--- src/rtl/pipe_pkg.sv ---
// Shared pipeline types: forwarding select encoding and scoreboard slot layout.
package pipe_pkg;

    localparam int REG_AW = 5;

    typedef enum logic [1:0] {
        FWD_REG   = 2'b00,
        FWD_PREV1 = 2'b01,
        FWD_PREV2 = 2'b10
    } fwd_sel_e;

    typedef struct packed {
        logic              valid;
        logic [REG_AW-1:0] rd;
        logic              wb_en;
        logic              is_load;
    } sb_slot_t;

    localparam logic [REG_AW-1:0] REG_ZERO = '0;

    // x0 is hardwired, so a write to it never produces a value worth forwarding.
    function automatic logic slot_writes(input sb_slot_t s, input logic [REG_AW-1:0] r);
        return s.valid & s.wb_en & (s.rd == r) & (r != REG_ZERO);
    endfunction

endpackage

--- src/rtl/fwd_select.sv ---
// Per-source forwarding select: youngest in-flight writer wins; also flags a load in EX.
module fwd_select
    import pipe_pkg::*;
(
    input  logic [REG_AW-1:0] src_addr,
    input  logic              uses,
    input  sb_slot_t          slot_ex,
    input  sb_slot_t          slot_mem,
    output fwd_sel_e          sel,
    output logic              load_hit
);

    logic ex_hit;
    logic mem_hit;

    always_comb begin
        ex_hit   = uses & slot_writes(slot_ex, src_addr);
        mem_hit  = uses & slot_writes(slot_mem, src_addr);
        load_hit = ex_hit & slot_ex.is_load;
        sel      = FWD_REG;
        if (ex_hit)
            sel = FWD_PREV1;
        else if (mem_hit)
            sel = FWD_PREV2;
    end

endmodule

--- src/rtl/hazard_ctrl.sv ---
// ID-stage hazard controller: issue/hold/kill decision, EX/MEM writer scoreboard,
// forwarding selects and a saturating stall-cycle counter.
module hazard_ctrl
    import pipe_pkg::*;
#(
    parameter int AW    = REG_AW,
    parameter int CNT_W = 16
) (
    input  logic             clk,
    input  logic             rst,
    input  logic             id_valid,
    input  logic [AW-1:0]    id_rs1_addr,
    input  logic [AW-1:0]    id_rs2_addr,
    input  logic             id_uses_rs1,
    input  logic             id_uses_rs2,
    input  logic [AW-1:0]    id_rd_addr,
    input  logic             id_wb_en,
    input  logic             id_is_load,
    input  logic             ex_redirect,
    output logic             stall_if_id,
    output logic             flush_if_id,
    output logic             bubble_id_ex,
    output logic [1:0]       rs1_fwd_sel,
    output logic [1:0]       rs2_fwd_sel,
    output logic [CNT_W-1:0] stall_count
);

    sb_slot_t         ex_q, ex_d;
    sb_slot_t         mem_q, mem_d;
    logic [CNT_W-1:0] cnt_q, cnt_d;

    fwd_sel_e rs1_sel, rs2_sel;
    logic     rs1_load_hit, rs2_load_hit;
    logic     load_use;

    fwd_select u_fwd_rs1 (
        .src_addr (id_rs1_addr),
        .uses     (id_uses_rs1),
        .slot_ex  (ex_q),
        .slot_mem (mem_q),
        .sel      (rs1_sel),
        .load_hit (rs1_load_hit)
    );

    fwd_select u_fwd_rs2 (
        .src_addr (id_rs2_addr),
        .uses     (id_uses_rs2),
        .slot_ex  (ex_q),
        .slot_mem (mem_q),
        .sel      (rs2_sel),
        .load_hit (rs2_load_hit)
    );

    // Redirect outranks load-use: the dependent instruction is being killed anyway.
    always_comb begin
        load_use     = id_valid & (rs1_load_hit | rs2_load_hit);
        stall_if_id  = rst & load_use & ~ex_redirect;
        flush_if_id  = ~rst | ex_redirect;
        bubble_id_ex = ~rst | ex_redirect | load_use;
        rs1_fwd_sel  = rst ? rs1_sel : FWD_REG;
        rs2_fwd_sel  = rst ? rs2_sel : FWD_REG;
        stall_count  = cnt_q;
    end

    always_comb begin
        mem_d         = ex_q;
        ex_d.valid    = id_valid & ~bubble_id_ex;
        ex_d.rd       = id_rd_addr;
        ex_d.wb_en    = id_wb_en;
        ex_d.is_load  = id_is_load;
        cnt_d         = cnt_q;
        if (stall_if_id && (cnt_q != {CNT_W{1'b1}}))
            cnt_d = cnt_q + {{(CNT_W-1){1'b0}}, 1'b1};
    end

    always_ff @(posedge clk) begin
        if (!rst) begin
            ex_q  <= '0;
            mem_q <= '0;
            cnt_q <= '0;
        end else begin
            ex_q  <= ex_d;
            mem_q <= mem_d;
            cnt_q <= cnt_d;
        end
    end

endmodule

--- config.mk ---
export PLATFORM = sky130hd
export DESIGN_NAME = hazard_ctrl
export DESIGN_NICKNAME = d
export VERILOG_FILES = /design/src/rtl/pipe_pkg.sv /design/src/rtl/fwd_select.sv /design/src/rtl/hazard_ctrl.sv
export SDC_FILE = /design/constraint.sdc
export NUM_CORES = 1
export LEC_CHECK = 0
export CAP_MARGIN = 0
export CELL_PAD_IN_SITES_DETAIL_PLACEMENT = 0
export CELL_PAD_IN_SITES_GLOBAL_PLACEMENT = 1
export CORE_UTILIZATION = 38
export CTS_CLUSTER_DIAMETER = 30
export DETAILED_ROUTE_END_ITERATION = 7
export GPL_ROUTABILITY_DRIVEN = 0
export GPL_TIMING_DRIVEN = 0
export PLACE_DENSITY_LB_ADDON = 0.1
export SYNTH_ARGS = -nofsm -noshare
export SYNTH_HDL_FRONTEND = slang
export SYNTH_HIERARCHICAL = 1
export SYNTH_SLANG_ARGS = --single-unit
export TNS_END_PERCENT = 1
--- constraint.sdc ---
create_clock -name clk -period 5 [get_ports clk]
set_input_delay 1.25 -clock clk [delete_from_list [all_inputs] [get_ports clk]]
set_output_delay 1.25 -clock clk [all_outputs]
set_load 0.05 [all_outputs]
==> impl_metrics.ini <==
[place]
post-place-ws_ns = -0.214
dp_hpwl_um = 3140
portBuffers = 45
dp.cells = 271
placed_area_um2 = 2160

[grt]
busiest_layer = met2
grt_usage_pct = 19.9
globalRouteMet1Util_pct = 26.6
grt_max_degree = 11
grt-ovfl-total = 0
grt_pass1_wl_um = 6760
grt_pass1_vias = 1440
use_met2_pct = 30.0
antenna_found_initial = 0
use_met3_pct = 5.33

[floorplan]
start_util_pct = 40.4
coreArea_um2 = 4090
pin_count = 46
die_area_um2 = 4610
die_h_um = 67.9
rows = 23
die_x_um = 67.9

[setup_path]
r2r_slack_ns = 2.70
critPathMaxFanout = 8
crit_type = input pin to output port
cp-endpoint = stall_if_id
r2r_cells = 8
worstPathRequired_ns = 3.75
r2r_end = stall_count[11]
startpoint_type = input pin
cp.arrival_ns = 3.63
cp-startpoint = id_rs1_addr[1]
cp-end-kind = output port
r2r-start = ex_q[4]

[timing]
hold_ws_ns = 0.497
slew_viol_final = 0
rsz0062_at_grt = true
setup_violations = 0
fin_crit_sh_pct = 97.6
hold_viol_final = 0
layout_min_cycle_time_ns = 4.88
relSlewSlack_pct = 65.8
setup_ws_ns = 0.122
worst_clock_skew_ns = 0.00650
tightestPinTransition_ns = 0.512
fmax_mhz = 205

[clock_network]
post_cts_buffers = 0
clockRootBuffer = clkbuf_8
clk_pin_slew_ns = 0.07
clock_latency_ns = 0.29
hold_buffers = 0
tritoncts = done
cts_made_buffers = 5
htreeDepth = 2
cts_num_sinks = 31
cts_max_path_buffers = 2

[power_and_ir_drop]
powerDensity_nw_per_um2 = 249
p_comb_share_pct = 9.5
switchingPower_mw = 0.125
max-vdd-ir-drop_v = 0.000139
clock_power_share_pct = 45.3
leakage_nw = 0.813
pwr-share-seq_pct = 45.2
swShare_pct = 22.0
p_int_mw = 0.445

[detailed_routing]
viasPerCell = 5.33
drt_iter0_drc = 62
wirelength_um = 4010
first_pass_iters = 4
ant_nets = 0
drc = 0
num_vias = 1486
wire_per_inst_um = 14.4

[cells_and_area]
post-route-util_pct = 55.9
fin_area_um2 = 2280
nNetsFinal = 252
area_growth_pct = 38.3
drive_gt1_share_pct = 12.2
stdcell_count = 279
fill_cells = 388
num_antenna_cells = 0

[synthesis]
synth_area_per_cell_um2 = 9.38
syn-cell-area_um2 = 1650
syn_inst = 176
syn_nets = 200
yosysWarnings = 6

[run_status]
outcome = finished, final reports clean

[worst_hold_path]
hold_start = stall_count[15]
hold_class = register to register

[flow_run]
maxCapViolCount = 0
[routing by layer]
metal | vias up | part of all wire, %
li1 | 753 | -
met1 | 687 | 52
met2 | 36 | 42
met3 | 10 | 4.2
met4 | 0 | 1.8
met5 | - | 0
[worst min-delay path by stage]
stage,end,cells after the start
floorplan,mem_q[1],1
global placement,stall_count[15],2
detailed placement,stall_count[15],1
CTS,stall_count[15],2
global route,stall_count[15],2
finish,stall_count[15],2
[power groups by stage]
stage	Clock, mW	Combinational (mW)	Sequential (mW)
CTS	0.263	0.0548	0.257
floorplan	0	0.0263	0.262
detailed placement	0	0.0549	0.263
finish	0.258	0.0542	0.257
global placement	0	0.0540	0.263
global route	0.273	0.0591	0.258
[worst max-delay path, stage by stage]
cell	delay, ns
clkdlybuf4s50_1	0.60
xnor2_1	0.15
nand4_1	0.15
nor3_2	0.26
and2_1	0.19
o21a_1	0.23
nand2_2	0.14
inv_1	0.12
dlygate4sd2_1	0.54
[placed cells by master (no fill, tap or decap), drive strengths merged, types with 5 or more instances in the layout]
master and n:
o21ai 5, or4 9, a21oi 11, nand3 7, dfxtp 31, clkbuf 9
o31ai 6, clkdlybuf4s50 41, nor3 5, xnor2 20, and2 21, nand4 14
nand2 8
[stage by stage]
stage	total power [mW]	TNS (ns)
floorplan	0.288	0
global placement	0.317	-0.351
detailed placement	0.318	-0.360
CTS	0.575	0
global route	0.590	-0.0229
finish	0.570	0
[repair_timing]
action / CTS / global route
gates resized for setup: 2 / 3
pin swaps: 0 / 0
setup endpoints to repair: 2 / 4
[state kept, by name (all words and copies together), names as in the netlist]
register / cells
mem_q: 7
stall_count: 16
ex_q: 8
[layout make-up]
type	count	area [um2]	area share [%]
clock buffer	6	82.6	3.61
buffer	7	38.8	1.70
timing repair buffer	45	453	19.8
clock inverter	2	35.0	1.53
multi-input combinational	134	977	42.8
inverter	4	15.0	0.657
sequential	31	621	27.2
tap	50	62.6	2.74
Power figures use the tool's default switching activity.
